## config.mk

```make
export PLATFORM = sky130hd
export DESIGN_NAME = sdhci_obi_responder
export DESIGN_NICKNAME = d
export VERILOG_FILES = /design/src/rtl/sdhci_obi_responder.sv
export SDC_FILE = /design/constraint.sdc
export NUM_CORES = 1
export LEC_CHECK = 0
export ABC_AREA = 1
export ABC_CLOCK_PERIOD_IN_PS = 1450
export CAP_MARGIN = 20
export CORE_ASPECT_RATIO = 1.4
export CORE_MARGIN = 2
export CORE_UTILIZATION = 25
export DETAILED_ROUTE_END_ITERATION = 8
export HOLD_SLACK_MARGIN = 0.05
export PLACE_DENSITY = 0.57
export SYNTH_ARGS = -nofsm -noshare
export SYNTH_HDL_FRONTEND = slang
export SYNTH_SLANG_ARGS = --single-unit
```

## constraint.sdc

```tcl
create_clock -name clk_i -period 1.45 [get_ports clk_i]
set_input_delay 0.29 -clock clk_i [delete_from_list [all_inputs] [get_ports clk_i]]
set_output_delay 0.29 -clock clk_i [all_outputs]
set_load 0.02 [all_outputs]
```

## src/rtl/sdhci_obi_responder.sv

```systemverilog
// OBI subordinate front end for the SDHCI register file: one outstanding
// transaction, address decode, stallable register port with timeout abort.

package sdhci_obi_pkg;

  typedef struct packed {
    logic [31:0] addr;
    logic        we;
    logic [3:0]  be;
    logic [31:0] wdata;
    logic [3:0]  aid;
  } obi_a_chan_t;

  typedef struct packed {
    logic        req;
    obi_a_chan_t a;
  } obi_req_t;

  typedef struct packed {
    logic [31:0] rdata;
    logic        err;
    logic [3:0]  rid;
  } obi_r_chan_t;

  typedef struct packed {
    logic        gnt;
    logic        rvalid;
    obi_r_chan_t r;
  } obi_rsp_t;

endpackage

module sdhci_obi_responder #(
  parameter type         obi_req_t     = sdhci_obi_pkg::obi_req_t,
  parameter type         obi_rsp_t     = sdhci_obi_pkg::obi_rsp_t,
  parameter logic [31:0] BaseAddr      = 32'h0,
  parameter int unsigned TimeoutCycles = 16
) (
  input  logic        clk_i,
  input  logic        rst_ni,
  input  obi_req_t    obi_req_i,
  output obi_rsp_t    obi_rsp_o,
  output logic        reg_req_o,
  output logic [7:0]  reg_addr_o,
  output logic        reg_we_o,
  output logic [3:0]  reg_be_o,
  output logic [31:0] reg_wdata_o,
  input  logic [31:0] reg_rdata_i,
  input  logic        reg_ready_i,
  input  logic        reg_error_i
);

  typedef enum logic [1:0] {
    IDLE,
    ACCESS,
    RESPOND
  } state_e;

  localparam logic [7:0] TmoLast = 8'(TimeoutCycles - 1);

  state_e      state_q;
  obi_rsp_t    rsp_q;
  logic        req_q;
  logic [7:0]  addr_q;
  logic        we_q;
  logic [3:0]  be_q;
  logic [31:0] wdata_q;
  logic [7:0]  cnt_q;

  logic [31:0] off_d;
  logic        dec_err_d;
  logic        no_access_d;
  logic        gnt_d;

  // Grant is gated by reset so a request held across reset is never granted.
  always_comb begin
    off_d       = obi_req_i.a.addr - BaseAddr;
    dec_err_d   = (off_d[31:8] != 24'd0) || (obi_req_i.a.addr[1:0] != 2'b00);
    no_access_d = obi_req_i.a.we && (obi_req_i.a.be == 4'b0000);
    gnt_d       = rst_ni && obi_req_i.req && (state_q == IDLE);
  end

  always_ff @(posedge clk_i or negedge rst_ni) begin
    if (!rst_ni) begin
      state_q <= IDLE;
      rsp_q   <= '0;
      req_q   <= 1'b0;
      addr_q  <= 8'h00;
      we_q    <= 1'b0;
      be_q    <= 4'h0;
      wdata_q <= 32'h0;
      cnt_q   <= 8'h00;
    end else begin
      case (state_q)
        IDLE: begin
          rsp_q.rvalid <= 1'b0;
          if (gnt_d) begin
            addr_q      <= off_d[7:0] & 8'hFC;
            we_q        <= obi_req_i.a.we;
            be_q        <= obi_req_i.a.be;
            wdata_q     <= obi_req_i.a.wdata;
            rsp_q.r.rid <= obi_req_i.a.aid;
            if (dec_err_d) begin
              rsp_q.rvalid  <= 1'b1;
              rsp_q.r.err   <= 1'b1;
              rsp_q.r.rdata <= 32'h0;
              state_q       <= RESPOND;
            end else if (no_access_d) begin
              rsp_q.rvalid  <= 1'b1;
              rsp_q.r.err   <= 1'b0;
              rsp_q.r.rdata <= 32'h0;
              state_q       <= RESPOND;
            end else begin
              req_q   <= 1'b1;
              cnt_q   <= 8'h00;
              state_q <= ACCESS;
            end
          end
        end

        // A ready arriving in the last allowed cycle still completes normally.
        ACCESS: begin
          if (reg_ready_i) begin
            req_q         <= 1'b0;
            rsp_q.rvalid  <= 1'b1;
            rsp_q.r.err   <= reg_error_i;
            rsp_q.r.rdata <= we_q ? 32'h0 : reg_rdata_i;
            state_q       <= RESPOND;
          end else if (cnt_q == TmoLast) begin
            req_q         <= 1'b0;
            rsp_q.rvalid  <= 1'b1;
            rsp_q.r.err   <= 1'b1;
            rsp_q.r.rdata <= 32'h0;
            state_q       <= RESPOND;
          end else begin
            cnt_q <= cnt_q + 8'd1;
          end
        end

        RESPOND: begin
          rsp_q.rvalid <= 1'b0;
          state_q      <= IDLE;
        end

        default: begin
          req_q        <= 1'b0;
          rsp_q.rvalid <= 1'b0;
          state_q      <= IDLE;
        end
      endcase
    end
  end

  always_comb begin
    obi_rsp_o     = rsp_q;
    obi_rsp_o.gnt = gnt_d;
  end

  assign reg_req_o   = req_q;
  assign reg_addr_o  = addr_q;
  assign reg_we_o    = we_q;
  assign reg_be_o    = be_q;
  assign reg_wdata_o = wdata_q;

`ifndef SYNTHESIS
  a_no_gnt_with_rvalid : assert property (@(posedge clk_i) disable iff (!rst_ni)
    !(obi_rsp_o.gnt && obi_rsp_o.rvalid));
  a_rvalid_single : assert property (@(posedge clk_i) disable iff (!rst_ni)
    obi_rsp_o.rvalid |=> !obi_rsp_o.rvalid);
`endif

endmodule

```

; Yosys cells after proc, flatten, opt, wreduce, memory -nomap -nowiden
; Cells that the tools add are included.
[word_totals]
reg_bits = 92
in_bits = 110
out_inout_bits = 85
elab_cells = 63
[classes]
addsub = 1
eq_ne = 10
muxes = 26
n_bitwise = 1
n_reduce_logical = 14
[op_table]
columns = op, n
row1 = $mux W34, 4
row2 = $pmux W33 S2, 1
row3 = $mux W8, 5
row4 = $mux W38, 1
row5 = $mux W32, 1
row6 = $reduce_bool A24 Y1, 1
row7 = $pmux W8 S2, 1
row8 = $mux W2, 5
row9 = $ne A2 B2 Y1 const B, 5
row10 = $add A8 B1 Y8 const B, 1
row11 = $eq A8 B4 Y1 const B, 1
row12 = $ne A3 B3 Y1 const B, 2
row13 = $reduce_and A6 Y1, 1
row14 = $mux W1, 5
row15 = $reduce_and A5 Y1, 1
row16 = $logic_not A4 Y1, 1
row17 = $pmux W2 S2, 1
row18 = $reduce_and A2 Y1, 2
row19 = $reduce_and A4 Y1, 1
row20 = $reduce_bool A2 Y1, 2
row21 = $logic_and A1 B1 Y1, 3
row22 = $pmux W1 S3, 1
row23 = $eq A2 B1 Y1 const B, 1
row24 = $eq A2 B2 Y1 const B, 1
row25 = other kinds (4), 4

; Depth between registers and ports, before layout
; Gate-level depths: netlist (run 1).
[depth]
depth_word = 6
depth_mapped = 10
mapped_depth_nobuf = 9

; Least setup slack after synthesis (run 1)
; OpenSTA, ideal clock, no wires.
[synth_timing]
kind = register to register
startpoint = reg cnt_q[0]
endpoint = reg rsp_q (netlist bit obi_rsp_o[10])
setup_time_ns = 0.117
t_arrival_ns = 1.321
required_ns = 1.333
slack_ns = 0.012
stages_incl_launch_ff = 10
path_buffers = 1
period_less_slack_ns = 1.438
cell_sequence = dfrtp_1 ha_1 nand3_1 o21ai_2 nand2_1 nand2_2 nand2_4 buf_12 nand2_2 nand2_1
[synth_between]
elab_chain_len = 3
[synth_lines]
columns = item, line
row1 = "start, declared", 68  ; logic [7:0] cnt_q;
row2 = "start signal, assigned", 136  ; cnt_q <= cnt_q + 8'd1;
row3 = $eq A8 B4 Y1, 129  ; end else if (cnt_q == TmoLast) begin
row4 = $ne A3 B3 Y1 (no line), -
row5 = $reduce_and A4 Y1 (no line), -
row6 = "end, declared", 62  ; obi_rsp_t rsp_q;
; No other way between the ends.
; A chain may end at the register's enable or synchronous reset.

; Final worst setup path (run 1)
[layout_timing]
startpoint = reg cnt_q[0]
endpoint = reg cnt_q[0]
[layout_between]
elab_chain_len = 4
word_cells_on_any_way = 7
classes_between = add/sub (1) / eq/ne (2) / mux (3) / reduce/logical (1)
[layout_lines]
columns = item, line
row1 = $add A8 B1 Y8, 136
row2 = $mux W8, 129
row3 = $mux W8, 123  ; if (reg_ready_i) begin
row4 = $pmux W8 S2, 94  ; case (state_q)
; Several ways; a longest one is shown, not always the timed one. The select of a mux whose other input is x is not followed.

==> results.py, run 1 <==
metrics = {
    "routing": {
        "via_count": 3823,
        "vias_per_cell": 4.23,
        "wirelength_um": 12300,
        "ant_nets": 0,
        "wl_per_cell_um": 13.6,
        "drc": 0,
        "first_iter_violations": 129,
        "dr.pass1.iters": 4,
    },
    "timing": {
        "final_max_slew_viol_count": 0,
        "fmax_mhz": 625,
        "skew_ns": 0.00939,
        "relSlewSlack_pct": 61.9,
        "worst-slew-pin-transition_ns": 0.571,
        "timing_hold_violations_final": 0,
        "rsz0062_at_grt": "yes",
        "min_period_ns": 1.60,
        "finalSetupTns_ns": -2.85,
        "setup_violations": 30,
        "setup_ws_ns": -0.149,
        "timing.final.crit_share_pct": 110,
    },
    "final_layout": {
        "layout.nets": 814,
        "num_antenna_cells": 0,
        "area_growth_pct": 79.3,
        "fillers": 1517,
        "drive_above_1_share_pct": 21.2,
        "fin_cells": 904,
        "final_cell_area_mm2": 0.00698,
    },
    "worst_setup_path": {
        "setup.worst_path.start_class": "flip-flop",
        "startpoint": "cnt_q[0]",
        "timing_worst_setup_path_type": "flip-flop to flip-flop",
        "crit_path_end_kind": "flip-flop",
        "worstPathRequired_ns": 1.73,
        "arrival_ns": 1.88,
        "critPathBufInv": 2,
        "r2r_start": "cnt_q[0]",
        "rrSetupSlack_ns": -0.15,
        "path_delay_family": "simple AND/OR/NAND/NOR gates",
        "cp_slowest_cell": "dfrtp_1",
        "critPathMaxStageDelay_ns": 0.41,
        "cp_max_fo": 4,
        "cp_cell_sequence": "ha_4 > nand3_4 > o21ai_4 > buf_6 > nor2_4 > clkinvlp_4 > or2_4 > nand2_1",
    },
    "global_route": {
        "grt_pass1_vias": 3758,
        "grt_max_degree": 44,
        "grt_overflow_total": 0,
        "grt_usage_pct": 14.1,
        "grt_antenna_before_repair": 0,
        "grt_pass1_wl_um": 18300,
    },
    "cts": {
        "cts_buffer_depth": 2,
        "cts_tree": "yes",
        "clock_latency_ns": 0.34,
        "cts_made_buffers": 9,
        "clk_pin_slew_ns": 0.07,
        "cts_root_buf": "clkbuf_16",
        "htree_levels": 3,
        "cts.sinks": 92,
        "hold_buffers": 0,
    },
    "status": {
        "violations": "negative setup slack",
        "outcome": "finished with violations",
    },
    "floorplanning": {
        "fp.coreArea_mm2": 0.0154,
        "die_h_um": 152,
        "num_rows": 54,
        "io_pins": 195,
        "die_w_um": 109,
        "dieArea_mm2": 0.0166,
        "start_util_pct": 25.3,
    },
    "place": {
        "hpwl_um": 8720,
        "place_congestion": 0.755,
        "numPlacedInstances": 865,
        "portBuffers": 192,
        "dpl-instance-area_mm2": 0.00621,
    },
    "pwr": {
        "combPwrFrac_pct": 20.2,
        "clock_power_share_pct": 35.0,
        "p_int_mw": 4.61,
        "power_switching_share_pct": 28.0,
        "power.share.sequential_pct": 44.8,
        "leakagePower_nw": 3.83,
        "p_sw_mw": 1.80,
        "power.density_mw_per_mm2": 919,
        "peakVddDrop_mv": 0.465,
    },
    "yosys": {
        "synth_cell_types": 28,
        "synth_edf_count": 0,
        "syn-instance-count": 461,
        "ys_ff_latch": 92,
        "synth.cell_area_mm2": 0.00389,
        "yosysWarnings": 0,
        "synth_ff_type": "dfrtp_1",
        "ys_seq_area_share_pct": 59.1,
        "synth-async-reset-ratio_pct": 100,
        "syn_area_per_cell_um2": 8.44,
    },
    "worst_hold_path": {
        "min_path_type": "primary input to async pin",
    },
    "run": {
        "cap_violations": 0,
    },
}
[worst reg2reg max path: stages, from the launching register on]
cell and delay [ns]:
dfrtp_1 0.41, ha_4 0.19, nand3_4 0.08, o21ai_4 0.07
buf_6 0.12, nor2_4 0.18, clkinvlp_4 0.18, or2_4 0.25
nand2_1 0.06
[registers in the layout, summed over array words and instances (netlist names)]
register	flops
obi_rsp_o	38
reg_addr_o	6
cnt_q	8
state_q	2
reg_wdata_o	32
reg_we_o	1
reg_be_o	4
reg_req_o	1
[per-stage QoR]
| stage | util, % | hold slack [ns] | power (mW) | setup WS, ns |
|---|---|---|---|---|
| after CTS | 43.3 | 0.0659 | 6.50 | -0.168 |
| after floorplan | - | -0.00559 | 3.45 | 0.0122 |
| after detailed placement | 40.3 | 0.436 | 4.33 | -0.437 |
| after global routing | 45.3 | 0.0940 | 6.75 | -0.206 |
| after global placement | 40.3 | 0.434 | 4.31 | -0.392 |
| final | 45.3 | 0.0537 | 6.41 | -0.149 |
[placed cells by master, fill, tap and decap left out, types with 2 or more instances in the layout]
cell / instances
xor2_1: 2
nand3_4: 2
clkbuf_16: 9
nand2_1: 231
nor2_2: 9
buf_6: 14
dfrtp_1: 92
buf_16: 2
nor3b_1: 3
conb_1: 2
dlymetal6s2s_1: 15
buf_4: 37
nor2_4: 2
o21ai_0: 2
buf_12: 5
clkdlybuf4s50_1: 83
clkinv_4: 3
nand3_2: 11
nand2_4: 12
inv_2: 2
nand3_1: 8
dlygate4sd2_1: 91
inv_1: 10
nor2_1: 16
nand2_2: 30
inv_6: 2
[synthesized netlist by cell type (2+ instances only)]
cell type | number | share of area [%]
nor2_2 | 2 | 0.32
or2_2 | 2 | 0.32
nand2_2 | 10 | 1.6
dfrtp_1 | 92 | 59
o21ai_0 | 2 | 0.26
nand3_2 | 3 | 0.77
inv_2 | 2 | 0.19
inv_1 | 10 | 0.96
buf_6 | 2 | 0.58
clkbuf_1 | 5 | 0.48
buf_4 | 5 | 0.96
xor2_1 | 2 | 0.45
nand2_1 | 262 | 25
nor3b_1 | 3 | 0.58
nand3_1 | 17 | 2.2
nor2_1 | 24 | 2.3
buf_2 | 7 | 0.90
[power by group through the flow]
stage | logic [mW] | registers (mW) | clock network (mW)
floorplan | 0.271 | 3.18 | 0
detailed placement | 1.40 | 2.93 | 0
global placement | 1.39 | 2.92 | 0
CTS | 1.30 | 2.87 | 2.33
finish | 1.30 | 2.87 | 2.24
global route | 1.41 | 2.90 | 2.43
[path summary, 6_finish.rpt]
path | to | cells past startpoint
max in group asynchronous | obi_rsp_o[8] | 3
min in group clk_i | reg_addr_o[7] | 5
worst max-delay path | cnt_q[0] | 8
worst min register to register | obi_rsp_o[27] | 2
worst min-delay path | reg_addr_o[3] | 2
worst max register to register | cnt_q[0] | 8
[final cells by class]
type / count / area, µm² / share of cell area, %
timing repair buffer: 248 / 2420 / 34.6
sequential: 92 / 2300 / 33.0
multi-input combinational: 338 / 1670 / 23.9
tap: 196 / 245 / 3.51
clock buffer: 11 / 243 / 3.48
inverter: 13 / 51.3 / 0.735
clock inverter: 5 / 43.8 / 0.627
timing repair inverter: 1 / 7.51 / 0.108
[cell families (layout without fill, tap and decap cells)]
kind of cell    count (synthesis)  in the layout  share of synthesized area (%)
xor+xnor                        2              2                          0.450
fa+ha+maj                       1              1                          0.321
buf+inv                        33            278                           4.69
flops                          92             92                           59.1
simple gates                  327            328                           34.5
compound gates                  5              5                          0.804
other cells                     1              2                         0.0963
[repair_timing]
item,in CTS,in global routing
endpoints found under the hold margin,0,0
resized for setup,122,84
pin swaps,22,38
endpoints found under the setup margin,163,85
gates cloned,3,1
setup buffers,12,9
[routing by layer]
metal / up-vias / track usage [%] / part of all wire [%]
met4: 0 / 5.19 / 2.5
met3: 24 / 4.02 / 7.1
met1: 1776 / 16.1 / 39
met2: 128 / 24.9 / 51
met5: - / 0 / 0
li1: 1895 / - / -
No activity file was read; power rests on OpenSTA's default activity.
==> run 2, diff against run 1 <==
- RECOVER_POWER: unset -> 25
==> run 2 against run 1 <==
Net effect:
- the flow still finishes with violations (negative setup slack)
- core utilization barely moved
- first-iteration DRC count down 0.78%
- power about the same
- critical path type unchanged
- flip-flop and latch count unchanged
==> results.py, run 2 (synthesized netlist as in run 1, its figures left out) <==
metrics = {
    "place": {
        "place_congestion": 0.755,
        "portBuffers": 192,
        "dp_slack_ns": -0.437,
        "dpl-instance-area_mm2": 0.00621,
        "numPlacedInstances": 865,
        "hpwl_um": 8720,
    },
    "timing": {
        "timing.final.crit_share_pct": 110,
        "setup_ws_ns": -0.147,
        "setup_violations": 30,
        "worst-slew-pin-transition_ns": 1.13,
        "skew_ns": 0.00932,
        "holdWs_ns": 0.312,
        "final_max_slew_viol_count": 0,
        "rsz0062_at_grt": "yes",
        "min_period_ns": 1.60,
        "timing_hold_violations_final": 0,
        "relSlewSlack_pct": 24.6,
        "fmax_mhz": 626,
    },
    "global_route": {
        "grt_pass1_vias": 3758,
        "grt_pass1_wl_um": 18300,
        "grt_max_degree": 44,
        "grt_usage_pct": 14.1,
        "grt_overflow_total": 0,
        "grt_antenna_before_repair": 0,
    },
    "floorplanning": {
        "dieArea_mm2": 0.0166,
        "io_pins": 195,
        "start_util_pct": 25.3,
        "num_rows": 54,
        "fp.coreArea_mm2": 0.0154,
        "die_h_um": 152,
        "die_w_um": 109,
    },
    "final_layout": {
        "multiInputGateArea_mm2": 0.00167,
        "area_growth_pct": 79.1,
        "final_cell_mix": "231 x nand2_1, 92 x dfrtp_1, 91 x dlygate4sd2_1",
        "largest_reg_flops": 38,
        "final_common_cell": "nand2_1",
        "fillers": 1519,
        "drive_above_1_share_pct": 21.0,
        "num_antenna_cells": 0,
        "fin_cells": 904,
        "layout.nets": 814,
        "final_cell_area_mm2": 0.00697,
        "seqCellArea_mm2": 0.00230,
    },
    "routing": {
        "drc": 0,
        "wl_per_cell_um": 13.6,
        "first_iter_violations": 128,
        "dr.pass1.iters": 4,
        "ant_nets": 0,
        "via_count": 3814,
        "wirelength_um": 12300,
        "vias_per_cell": 4.22,
    },
    "cts": {
        "cts_made_buffers": 9,
        "htree_levels": 3,
        "cts_tree": "yes",
        "cts_buffer_depth": 2,
        "hold_buffers": 0,
        "clk_pin_slew_ns": 0.07,
        "cts.sinks": 92,
        "clock_latency_ns": 0.34,
        "cts_root_buf": "clkbuf_16",
    },
    "worst_setup_path": {
        "cp_slowest_cell": "dfrtp_1",
        "cp_cell_sequence": "ha_4 > nand3_4 > o21ai_4 > buf_6 > nor2_4 > clkinvlp_4 > or2_4 > nand2_1",
        "crit_path_end_kind": "flip-flop",
        "arrival_ns": 1.88,
        "cp_max_fo": 4,
        "worstPathRequired_ns": 1.73,
        "timing_worst_setup_path_type": "flip-flop to flip-flop",
        "reg2reg_depth": 8,
        "setup.worst_path.start_class": "flip-flop",
        "critPathMaxStageDelay_ns": 0.41,
    },
    "pwr": {
        "power_mw": 6.41,
        "peakVddDrop_mv": 0.465,
        "power.density_mw_per_mm2": 919,
        "leakagePower_nw": 3.83,
    },
    "run": {
        "cap_violations": 0,
    },
    "status": {
        "outcome": "finished with violations",
        "violations": "negative setup slack",
    },
    "worst_hold_path": {
        "min_path_type": "primary input to async pin",
    },
}
-- run 2: changes by cell type in the layout (fill, tap and decap cells not counted), sizes merged --
cell	change
buf	-2
clkbuf	+2
-- run 2: worst max-delay path, delay by kind of cell, from the launching register on --
family          cells  cell delay, ns
simple gates        4            0.56
compound gates      1            0.07
flops               1            0.41
buf+inv             2            0.31
fa+ha+maj           1            0.19
-- run 2: layer usage --
layer	track usage, %	vias up	routed length [µm]
li1	-	1894	-
met1	16.1	1769	4810
met2	24.9	129	6280
met3	4.02	22	877
met4	5.19	0	301
met5	0	-	0
-- run 2: path summary, 6_finish.rpt --
path                       slack [ns]            end     startpoint
setup reg to reg                -0.15       cnt_q[0]       cnt_q[0]
max in group asynchronous        0.17   obi_rsp_o[8]         rst_ni
setup / recovery                -0.15       cnt_q[0]       cnt_q[0]
hold reg to reg                  0.47  obi_rsp_o[27]  obi_rsp_o[27]
min in group clk_i               0.45       reg_we_o         rst_ni
hold / removal                   0.31  reg_addr_o[3]         rst_ni
-- run 2: per-stage QoR --
stage,TNS [ns],util [%]
2_1_floorplan,0,-
3_3_place_gp,-29.68,40.3
3_5_place_dp,-31.45,40.3
4_1_cts,-3.44,43.3
5_1_grt,-9.35,45.3
6_report,-2.78,45.3
-- run 2: final cells by class --
| cell class | count | area share, % |
|---|---|---|
| well taps | 196 | 3.52 |
| clock inverters | 5 | 0.628 |
| repair inverters | 1 | 0.108 |
| flip-flops and latches | 92 | 33.0 |
| clock buffers | 11 | 3.48 |
| repair buffers | 248 | 34.6 |
| multi-input cells | 338 | 24.0 |
| inverters | 13 | 0.736 |
-- run 2: timing repair --
| item | CTS | global route |
|---|---|---|
| cloned | 3 | 1 |
| resized for setup | 122 | 84 |
| buffers inserted | 12 | 9 |
| pin swaps | 22 | 38 |
| setup endpoints to repair | 163 | 85 |
-- run 2: power by group --
group	switching, mW	internal [mW]	total (mW)
clock	1.01	1.23	2.24
sequential	0.103	2.77	2.87
combinational	0.684	0.611	1.30
